[config.mk]
export PLATFORM = sky130hd
export DESIGN_NAME = pipeline_control_unit
export DESIGN_NICKNAME = d
export VERILOG_FILES = /design/src/rtl/pipeline_control_unit_pkg.sv /design/src/rtl/pipeline_control_unit_opcode_decoder.sv /design/src/rtl/pipeline_control_unit.sv
export SDC_FILE = /design/constraint.sdc
export NUM_CORES = 1
export LEC_CHECK = 0
export CAP_MARGIN = 30
export CORE_UTILIZATION = 40
export DETAILED_ROUTE_END_ITERATION = 10
export GPL_TIMING_DRIVEN = 0
export PLACE_DENSITY = 0.83
export RECOVER_POWER = 100
export SLEW_MARGIN = 0
export SYNTH_ARGS = -nofsm -noshare
export SYNTH_HDL_FRONTEND = slang
export SYNTH_SLANG_ARGS = --single-unit
[constraint.sdc]
create_clock -name clk -period 2.2 [get_ports clk]
set_input_delay 0.33 -clock clk [delete_from_list [all_inputs] [get_ports clk]]
set_output_delay 0.33 -clock clk [all_outputs]
set_load 0.05 [all_outputs]
[src/rtl/pipeline_control_unit_pkg.sv]
// Shared definitions for the ID-stage control unit: opcodes, ALU classes,
// the ID/EX control bundle and the destination-select encoding.
package pipeline_control_unit_pkg;

  localparam logic [5:0] OP_RTYPE = 6'b000000;
  localparam logic [5:0] OP_J     = 6'b000010;
  localparam logic [5:0] OP_BEQ   = 6'b000100;
  localparam logic [5:0] OP_BNE   = 6'b000101;
  localparam logic [5:0] OP_ADDI  = 6'b001000;
  localparam logic [5:0] OP_SLTI  = 6'b001010;
  localparam logic [5:0] OP_ANDI  = 6'b001100;
  localparam logic [5:0] OP_ORI   = 6'b001101;
  localparam logic [5:0] OP_LW    = 6'b100011;
  localparam logic [5:0] OP_SW    = 6'b101011;

  localparam logic [2:0] ALU_ADD   = 3'b000;
  localparam logic [2:0] ALU_SUB   = 3'b001;
  localparam logic [2:0] ALU_FUNCT = 3'b010;
  localparam logic [2:0] ALU_AND   = 3'b011;
  localparam logic [2:0] ALU_OR    = 3'b100;
  localparam logic [2:0] ALU_SLT   = 3'b101;

  // Which ID field becomes the EX destination register.
  typedef enum logic [1:0] {
    DST_NONE = 2'd0,
    DST_RT   = 2'd1,
    DST_RD   = 2'd2
  } dst_sel_t;

  // Control bundle carried from ID into EX.
  typedef struct packed {
    logic       branch_eq;
    logic       branch_ne;
    logic       jump;
    logic       memory_read;
    logic       memory_write;
    logic       memory_to_register;
    logic       register_write;
    logic       alu_source;
    logic [2:0] alu_opcode;
  } ctrl_t;

  localparam ctrl_t CTRL_BUBBLE = '0;

  // True for the immediate ALU ops that can be compiled out.
  function automatic logic is_ext_imm(input logic [5:0] op);
    return (op == OP_SLTI) || (op == OP_ANDI) || (op == OP_ORI);
  endfunction

endpackage

[src/rtl/pipeline_control_unit_opcode_decoder.sv]
// Purely combinational opcode decoder: maps the ID opcode onto the control
// bundle, destination select, rt-as-source flag and an illegal flag.
module pipeline_control_unit_opcode_decoder
  import pipeline_control_unit_pkg::*;
#(
  parameter int EXT_IMM_OPS = 1
) (
  input  logic [5:0] opcode,
  output ctrl_t      ctrl,
  output dst_sel_t   dst_sel,
  output logic       uses_rt,
  output logic       illegal
);

  // Table decode; extended immediates fall back to illegal when disabled.
  always_comb begin
    ctrl    = CTRL_BUBBLE;
    dst_sel = DST_NONE;
    uses_rt = 1'b0;
    illegal = 1'b0;
    case (opcode)
      OP_RTYPE: begin
        ctrl.register_write = 1'b1;
        ctrl.alu_opcode     = ALU_FUNCT;
        dst_sel             = DST_RD;
        uses_rt             = 1'b1;
      end
      OP_J: ctrl.jump = 1'b1;
      OP_BEQ: begin
        ctrl.branch_eq  = 1'b1;
        ctrl.alu_opcode = ALU_SUB;
        uses_rt         = 1'b1;
      end
      OP_BNE: begin
        ctrl.branch_ne  = 1'b1;
        ctrl.alu_opcode = ALU_SUB;
        uses_rt         = 1'b1;
      end
      OP_ADDI, OP_SLTI, OP_ANDI, OP_ORI: begin
        ctrl.register_write = 1'b1;
        ctrl.alu_source     = 1'b1;
        dst_sel             = DST_RT;
        case (opcode)
          OP_SLTI: ctrl.alu_opcode = ALU_SLT;
          OP_ANDI: ctrl.alu_opcode = ALU_AND;
          OP_ORI:  ctrl.alu_opcode = ALU_OR;
          default: ctrl.alu_opcode = ALU_ADD;
        endcase
      end
      OP_LW: begin
        ctrl.memory_read        = 1'b1;
        ctrl.memory_to_register = 1'b1;
        ctrl.register_write     = 1'b1;
        ctrl.alu_source         = 1'b1;
        ctrl.alu_opcode         = ALU_ADD;
        dst_sel                 = DST_RT;
      end
      OP_SW: begin
        ctrl.memory_write = 1'b1;
        ctrl.alu_source   = 1'b1;
        ctrl.alu_opcode   = ALU_ADD;
        uses_rt           = 1'b1;
      end
      default: illegal = 1'b1;
    endcase
    if ((EXT_IMM_OPS == 0) && is_ext_imm(opcode)) begin
      ctrl    = CTRL_BUBBLE;
      dst_sel = DST_NONE;
      uses_rt = 1'b0;
      illegal = 1'b1;
    end
  end

endmodule

[src/rtl/pipeline_control_unit.sv]
// Hazard-aware pipeline control: load-use stall, branch/jump squash,
// registered ID/EX control bundle and a saturating illegal-opcode counter.
module pipeline_control_unit
  import pipeline_control_unit_pkg::*;
#(
  parameter int REG_ADDR_W     = 5,
  parameter int EXT_IMM_OPS    = 1,
  parameter int LOAD_USE_STALL = 1,
  parameter int ILLEGAL_CNT_W  = 8
) (
  input  logic                     clk,
  input  logic                     reset,
  input  logic                     id_valid,
  input  logic [5:0]               opcode,
  input  logic [REG_ADDR_W-1:0]    rs,
  input  logic [REG_ADDR_W-1:0]    rt,
  input  logic [REG_ADDR_W-1:0]    rd,
  input  logic                     ex_branch_taken,
  input  logic                     ex_stall,
  output logic                     pc_write,
  output logic                     if_id_write,
  output logic                     if_id_flush,
  output logic                     ex_valid,
  output logic                     ex_branch_eq,
  output logic                     ex_branch_ne,
  output logic                     ex_jump,
  output logic                     ex_memory_read,
  output logic                     ex_memory_write,
  output logic                     ex_memory_to_register,
  output logic                     ex_register_write,
  output logic                     ex_alu_source,
  output logic [2:0]               ex_alu_opcode,
  output logic [REG_ADDR_W-1:0]    ex_write_reg,
  output logic [REG_ADDR_W-1:0]    ex_rs,
  output logic [REG_ADDR_W-1:0]    ex_rt,
  output logic                     illegal_opcode,
  output logic [ILLEGAL_CNT_W-1:0] illegal_count
);

  localparam logic [ILLEGAL_CNT_W-1:0] CNT_ONE = {{(ILLEGAL_CNT_W-1){1'b0}}, 1'b1};

  ctrl_t                   id_ctrl;
  dst_sel_t                id_dst;
  logic                    id_uses_rt;
  logic                    id_illegal;
  logic [REG_ADDR_W-1:0]   id_write_reg;
  logic                    load_use;

  ctrl_t                   ctrl_q, ctrl_d;
  logic                    valid_q, valid_d;
  logic [REG_ADDR_W-1:0]   write_reg_q, write_reg_d;
  logic [REG_ADDR_W-1:0]   rs_q, rs_d;
  logic [REG_ADDR_W-1:0]   rt_q, rt_d;
  logic                    illegal_q, illegal_d;
  logic [ILLEGAL_CNT_W-1:0] count_q, count_d;

  pipeline_control_unit_opcode_decoder #(
    .EXT_IMM_OPS(EXT_IMM_OPS)
  ) u_decoder (
    .opcode  (opcode),
    .ctrl    (id_ctrl),
    .dst_sel (id_dst),
    .uses_rt (id_uses_rt),
    .illegal (id_illegal)
  );

  // Select the destination register field and detect a load-use hazard.
  always_comb begin
    case (id_dst)
      DST_RD:  id_write_reg = rd;
      DST_RT:  id_write_reg = rt;
      default: id_write_reg = '0;
    endcase
    load_use = (LOAD_USE_STALL != 0) && id_valid && valid_q && ctrl_q.memory_read &&
               (write_reg_q != '0) &&
               ((write_reg_q == rs) || (id_uses_rt && (write_reg_q == rt)));
  end

  // Front-end write enables and flush, ordered by hazard priority.
  always_comb begin
    pc_write    = 1'b1;
    if_id_write = 1'b1;
    if_id_flush = 1'b0;
    if (reset) begin
      pc_write    = 1'b1;
    end else if (ex_stall) begin
      pc_write    = 1'b0;
      if_id_write = 1'b0;
    end else if (ex_branch_taken) begin
      if_id_flush = 1'b1;
    end else if (load_use) begin
      pc_write    = 1'b0;
      if_id_write = 1'b0;
    end else begin
      if_id_flush = id_valid && !id_illegal && id_ctrl.jump;
    end
  end

  // Next ID/EX contents: hold on stall, bubble on squash/hazard/illegal.
  always_comb begin
    ctrl_d      = CTRL_BUBBLE;
    valid_d     = 1'b0;
    write_reg_d = '0;
    rs_d        = '0;
    rt_d        = '0;
    illegal_d   = 1'b0;
    count_d     = count_q;
    if (ex_stall) begin
      ctrl_d      = ctrl_q;
      valid_d     = valid_q;
      write_reg_d = write_reg_q;
      rs_d        = rs_q;
      rt_d        = rt_q;
    end else if (ex_branch_taken || load_use || !id_valid) begin
      valid_d = 1'b0;
    end else if (id_illegal) begin
      illegal_d = 1'b1;
      if (count_q != '1) count_d = count_q + CNT_ONE;
    end else begin
      ctrl_d      = id_ctrl;
      valid_d     = 1'b1;
      write_reg_d = id_write_reg;
      rs_d        = rs;
      rt_d        = rt;
    end
  end

  // ID/EX pipeline register and counter with synchronous reset.
  always_ff @(posedge clk) begin
    if (reset) begin
      ctrl_q      <= CTRL_BUBBLE;
      valid_q     <= 1'b0;
      write_reg_q <= '0;
      rs_q        <= '0;
      rt_q        <= '0;
      illegal_q   <= 1'b0;
      count_q     <= '0;
    end else begin
      ctrl_q      <= ctrl_d;
      valid_q     <= valid_d;
      write_reg_q <= write_reg_d;
      rs_q        <= rs_d;
      rt_q        <= rt_d;
      illegal_q   <= illegal_d;
      count_q     <= count_d;
    end
  end

  assign ex_valid              = valid_q;
  assign ex_branch_eq          = ctrl_q.branch_eq;
  assign ex_branch_ne          = ctrl_q.branch_ne;
  assign ex_jump               = ctrl_q.jump;
  assign ex_memory_read        = ctrl_q.memory_read;
  assign ex_memory_write       = ctrl_q.memory_write;
  assign ex_memory_to_register = ctrl_q.memory_to_register;
  assign ex_register_write     = ctrl_q.register_write;
  assign ex_alu_source         = ctrl_q.alu_source;
  assign ex_alu_opcode         = ctrl_q.alu_opcode;
  assign ex_write_reg          = write_reg_q;
  assign ex_rs                 = rs_q;
  assign ex_rt                 = rt_q;
  assign illegal_opcode        = illegal_q;
  assign illegal_count         = count_q;

endmodule

======== After elaboration in Yosys (flattened, before gate mapping) ========
Index checks and enable logic that the tools add are counted.
operators by class
  add/subtract/negate cells ............... 1
  $mul .................................... 0
  div/mod/pow operators ................... 0
  order comparisons ....................... 0
  equal/unequal tests ..................... 14
  shift operators ......................... 0
  mux-type cells .......................... 31
  bitwise operators ....................... 3
  reduce and logical (&&, ||, !) cells .... 22
operators with widths
  cell                                                              number
  5-bit 2-to-1 mux                                                  6
  6-bit by 4-bit == test with 1-bit output (second input constant)  4
  11-bit 2-to-1 mux                                                 2
  1-bit 2-to-1 mux                                                  19
  3-bit case mux with 3 select lines                                2
  6-bit by 3-bit == test with 1-bit output (second input constant)  2
  6-bit == test (second input constant)                             2
  6-bit OR reduction                                                2
  5-bit == test                                                     2
  5-bit case mux with 2 select lines                                1
  10-bit OR reduction                                               1
  8-bit by 1-bit adder with 8-bit output (second input constant)    1
  8-bit inequality test (second input constant)                     1
  4-bit OR reduction                                                2
  1-bit logical AND                                                 7
  6-bit by 2-bit == test with 1-bit output (second input constant)  1
  6-bit logical NOT                                                 1
  5-bit nonzero test                                                1
  5-bit OR reduction                                                1
  2-bit case mux with 2 select lines                                1
  4-bit AND reduction                                               1
  1-bit logical OR                                                  3
  1-bit NOT                                                         3
  3-bit OR reduction                                                1
  4 further kinds                                                   4
word-level totals
  flip-flop bits (word level) ............. 36
  bits in latches ......................... 0
  RAM bits ................................ 0
  bits in read-only memories .............. 0
  output and inout port bits .............. 39
  word-level logic and storage cells ...... 86
  memories kept ........................... 0

======== Logic depth before layout (Yosys ltp) ========
  depth after elaboration ................. 10
  mapped depth ............................ 9

======== Cells and area by module ========
A second synthesis with hierarchy kept.
unflattened totals
  cell total of the unflattened synthesis .. 196
  area total of the unflattened synthesis .. 1814.2 um^2
by module, submodules not included
  module                                times used  cells an instance  area an instance (um^2)  sequential area each (um^2)
  pipeline_control_unit                 1           153                1530.2                   720.7
  pipeline_control_unit_opcode_decoder  1           43                 284.0                    0.0

======== Least setup slack after synthesis ========
Ideal clock, no wire load.
  path type ............................... register to output
  start point ............................. register write_reg_q[1] (netlist: ex_write_reg[1])
  end point ............................... output pc_write
  arrival ................................. 2.445 ns
  setup slack ............................. -0.575 ns
  cell stages (with the launch flop) ...... 7
  path through ............................ dfxtp_1 > nor4_1 > a21o_1 > or4_1 > a21oi_1 > o21bai_1 > buf_4
on the way
  longest elaborated chain between the ends .. 8
RTL lines
  element                             RTL line                      RTL
  start: declaration                  pipeline_control_unit.sv:51   logic [REG_ADDR_W-1:0] write_reg_q, write_reg_d;
  start signal: assignment            pipeline_control_unit.sv:141  write_reg_q <= write_reg_d;
  5-bit == test                       pipeline_control_unit.sv:76   ((write_reg_q == rs) || (id_uses_rt && (write_reg_q == rt)));
  1-bit logical AND                   pipeline_control_unit.sv:76
  1-bit logical OR                    pipeline_control_unit.sv:76
  1-bit logical AND (*)               pipeline_control_unit.sv:75   (write_reg_q != '0) &&
  1-bit 2-to-1 mux (*) (4 in series)  --
  end: declaration                    pipeline_control_unit.sv:20   output logic pc_write,
Mark *: on every way between the ends. The rest lies on a longest branch, timed or not.

======== Worst setup path after layout ========
  start point ............................. register write_reg_q[1] (netlist: ex_write_reg[1])
  end point ............................... output pc_write
on the way
  longest elaborated chain between the ends .. 8
RTL lines
  element                RTL line                     RTL
  5-bit == test          pipeline_control_unit.sv:76
  1-bit logical AND      pipeline_control_unit.sv:76
  1-bit logical OR       pipeline_control_unit.sv:76
  1-bit logical AND (*)  pipeline_control_unit.sv:75
  1-bit 2-to-1 mux (*)   pipeline_control_unit.sv:91  end else if (load_use) begin
  1-bit 2-to-1 mux (*)   pipeline_control_unit.sv:89  end else if (ex_branch_taken) begin
  1-bit 2-to-1 mux (*)   pipeline_control_unit.sv:86  end else if (ex_stall) begin
  1-bit 2-to-1 mux (*)   pipeline_control_unit.sv:84  if (reset) begin
Marked as above.

==> run_results.csv <==
group,metric,value,unit
clock_network,clk_pin_slew,0.08,ns
global_routing,grt_max_degree,12,
worst_setup_path,rrSetupSlack,0.02,ns
floorplanning,chipHeight,69.14,µm
clock_network,clkSinkCount,35,
timing,slew_viol_final,0,
placement,placed_area,0.002496,mm²
yosys,seq_area_frac_synth,38.86,%
timing,slew_headroom,65.39,%
routing,dr_total_vias,1842,
routing,via_per_inst,5.668,
clock_network,numCtsBuffers,5,
worst_setup_path,required,1.87,ns
clock_network,cts_max_level,2,
power_and_ir_drop,seqPwrFrac,47.1,%
floorplanning,num_rows,24,
yosys,ys_seq_elements,35,
floorplanning,num_io_pins,65,
finish,postLayoutCellArea,0.002715,mm²
power_and_ir_drop,swShare,26.22,%
global_routing,grt_overflow_total,0,
worst_setup_path,path_class,"reg2out",
timing,setup_viol,3,
yosys,synthesis.nets,227,
finish,drive_above_1_share,19.05,%
min_path,hp-class,"in2reg",
min_path,hold_start,"rs[2]",
finish,final_nets,301,
power_and_ir_drop,p_per_area,493.6,mW/mm²
finish,final_util,62.36,%
yosys,syn-instance-count,198,
worst_setup_path,critPathMaxStageDelay,0.58,ns
worst_setup_path,r2r_start,"ex_write_reg[4]$_SDFFE_PP0N_",
finish,antenna_cells,0,
timing,max_freq,0.4232,GHz
floorplanning,core,0.004354,mm²
timing,final_hold_viol_count,0,
power_and_ir_drop,p_int,988.8,µW
yosys,avgSynthCellArea,9.106,µm²
placement,gp_congestion,0.8582,
power_and_ir_drop,leakage,1.168,nW
global_routing,track_usage,20.58,%
global_routing,grt_pass1_wl,7.962,mm
timing,tightest_slew,0.5174,ns
power_and_ir_drop,power.switching,351.4,µW
run,cap_violations,0,
worst_setup_path,crit_path_top_delay_cell,"or4_4",
routing,drt_iter0_drc,110,
worst_setup_path,setup.worst_path.end_class,"output pin",
power_and_ir_drop,clkPwrFrac,39.7,%
timing,fin_crit_sh,107.4,%
placement,port_buffers,61,
worst_setup_path,worstPathArrival,2.03,ns
status,violations,"setup timing",
routing,drtAntennaViolNets,0,
finish,largest_reg_flops,8,
clock_network,root_buffer,"clkbuf_8",
clock_network,cts_tree,"done",
power_and_ir_drop,ir_drop,0.0002625,V
timing,rsz0062_at_grt,"yes",
worst_setup_path,worstPathCellList,"xnor2_2, nand2_1, or4_4, a21oi_2, o21bai_2, buf_4, buf_8",
power_and_ir_drop,comb_power_share,13.1,%
finish,areaGrowthSynthToFinish,50.59,%
floorplanning,dieArea,0.004780,mm²
floorplanning,die_w,69.14,µm
global_routing,first_global_vias,1721,
routing,routedWlPerCell,15.37,µm
status,status,"complete, but fails checks",
timing,setup_ws,-0.1629,ns
routing,drc,0,
clock_network,hold_buffers,0,
worst_setup_path,cp_max_fo,5,
yosys,synth_area,0.001803,mm²
routing,drt_first_pass_iters,4,
worst_setup_path,worst_setup_path_start_kind,"flop",
clock_network,insertion_delay,0.29,ns
placement,dp_hpwl,3.439,mm
worst_setup_path,startpoint,"ex_write_reg[1]$_SDFFE_PP0N_",
yosys,ys.warnings.count,0,
floorplanning,start_util,41.41,%
yosys,synth-async-reset-ratio,0,%
yosys,ys_types,46,
clock_network,cts_buffer_depth,2,
timing,finClkSkew,0.008783,ns
yosys,synth_flop_cell,"dfxtp_1",
timing,fin_crit,2.363,ns
global_routing,antenna_found_initial,0,
routing,wl,4.996,mm
yosys,synth_edf_count,0,
[cells in the final DEF (no fill, tap or decap), types with 5 or more instances in the layout]
master           Yosys  layout
a21oi_1              8       7
a22o_1              18      18
a22oi_1              6       6
a32o_1               6       6
buf_4                4       9
clkbuf_1             4       5
clkbuf_8             0       7
clkdlybuf4s50_1      0       8
dfxtp_1             35      28
dfxtp_4              0       6
dlygate4sd2_1        0      13
dlygate4sd3_1        0      36
inv_1                6       6
nand2_1             12      12
nor2_1              16      16
nor2b_1              6       6
xnor2_2              0       5
[cell type report]
type | instances | area (µm²)
Timing Repair Buffer | 67 | 633.1
Clock inverter | 1 | 7.507
Clock buffer | 7 | 96.34
Buffer | 16 | 101.3
Tap cell | 52 | 65.06
Sequential cell | 35 | 724.4
Multi-Input combinational cell | 141 | 1065
Fill cell | 372 | 1639
Inverter | 6 | 22.52
[final timing paths]
path | end | cells past startpoint
worst max register to register | ex_rs[4]$_SDFFE_PP0N_ | 8
worst min-delay path | ex_rs[2]$_SDFFE_PP0N_ | 2
worst max-delay path | pc_write | 7
worst min register to register | ex_alu_opcode[1]$_SDFFE_PP0N_ | 1
[metal layers]
| metal | share of wire [%] | routed length [µm] | global-route usage [%] | up-vias |
|---|---|---|---|---|
| li1 | - | - | - | 889 |
| met1 | 43 | 2167 | 25.69 | 877 |
| met2 | 49 | 2465 | 34.41 | 70 |
| met3 | 6.2 | 309 | 5.263 | 6 |
| met4 | 1.1 | 54 | 6.803 | 0 |
| met5 | 0 | 0 | 0 | - |
[cells by family after synthesis]
kind of cell | Yosys count | share of synthesized area (%)
buf+inv | 22 | 6.870
simple gates | 70 | 21.72
xor+xnor | 11 | 5.344
fa+ha+maj | 3 | 2.082
compound gates | 54 | 23.25
flops | 35 | 38.86
mux | 3 | 1.874
[through the flow]
step	power (mW)	setup slack (ns)	hold WS (ns)	setup TNS, ns	std cells
after floorplan	0.7466	-0.2092	0.4557	-0.2092	198
after global placement	0.8244	-0.9735	0.4585	-12.53	311
after detailed placement	0.8279	-0.9994	0.4578	-13.11	311
after CTS	1.339	-0.1463	0.4180	-0.3261	324
after global routing	1.387	-0.2364	0.4490	-1.011	325
final	1.340	-0.1629	0.4215	-0.3597	325
[power by group through the flow]
stage,Sequential (mW),Combinational [mW],Clock [mW]
6_report,0.632,0.176,0.533
5_1_grt,0.632,0.188,0.567
4_1_cts,0.632,0.174,0.532
3_5_place_dp,0.654,0.174,0
3_3_place_gp,0.654,0.170,0
2_1_floorplan,0.666,0.0804,0
[synth_stat cells (all sizes together), types with 2 or more instances]
master | n | share of area [%]
or3b | 2 | 0.97
a21oi | 8 | 2.2
nor4 | 5 | 1.7
xor2 | 2 | 0.97
a32o | 6 | 3.3
a22o | 18 | 8.7
o21ai | 4 | 1.1
mux2 | 3 | 1.9
or4 | 5 | 2.3
nand3 | 4 | 1.1
a211oi | 2 | 0.83
xnor2 | 9 | 4.4
inv | 6 | 1.2
and3 | 2 | 0.69
nand2 | 12 | 2.5
dfxtp | 35 | 39
and4b | 2 | 1.1
o31ai | 3 | 1.2
buf | 12 | 4.8
nor2b | 6 | 2.1
ha | 3 | 2.1
and2 | 2 | 0.69
nor2 | 16 | 3.3
a22oi | 6 | 2.5
clkbuf | 4 | 0.83
nand4 | 2 | 0.69
nor3 | 5 | 1.4
[critical path, delay by kind of cell (launching register included)]
| family | cells | cell delay (ns) |
|---|---|---|
| simple gates | 2 | 0.66 |
| buf+inv | 2 | 0.28 |
| flops | 1 | 0.38 |
| xor+xnor | 1 | 0.15 |
| compound gates | 2 | 0.26 |
[timing repair]
action / CTS / global route
pin swaps: 6 / 0
buffers inserted: 5 / 1
resized for setup: 54 / 7
hold endpoints to repair: 0 / 0
cloned: 0 / 0
setup endpoints to repair: 24 / 11
(Power assumes the default switching activity.)
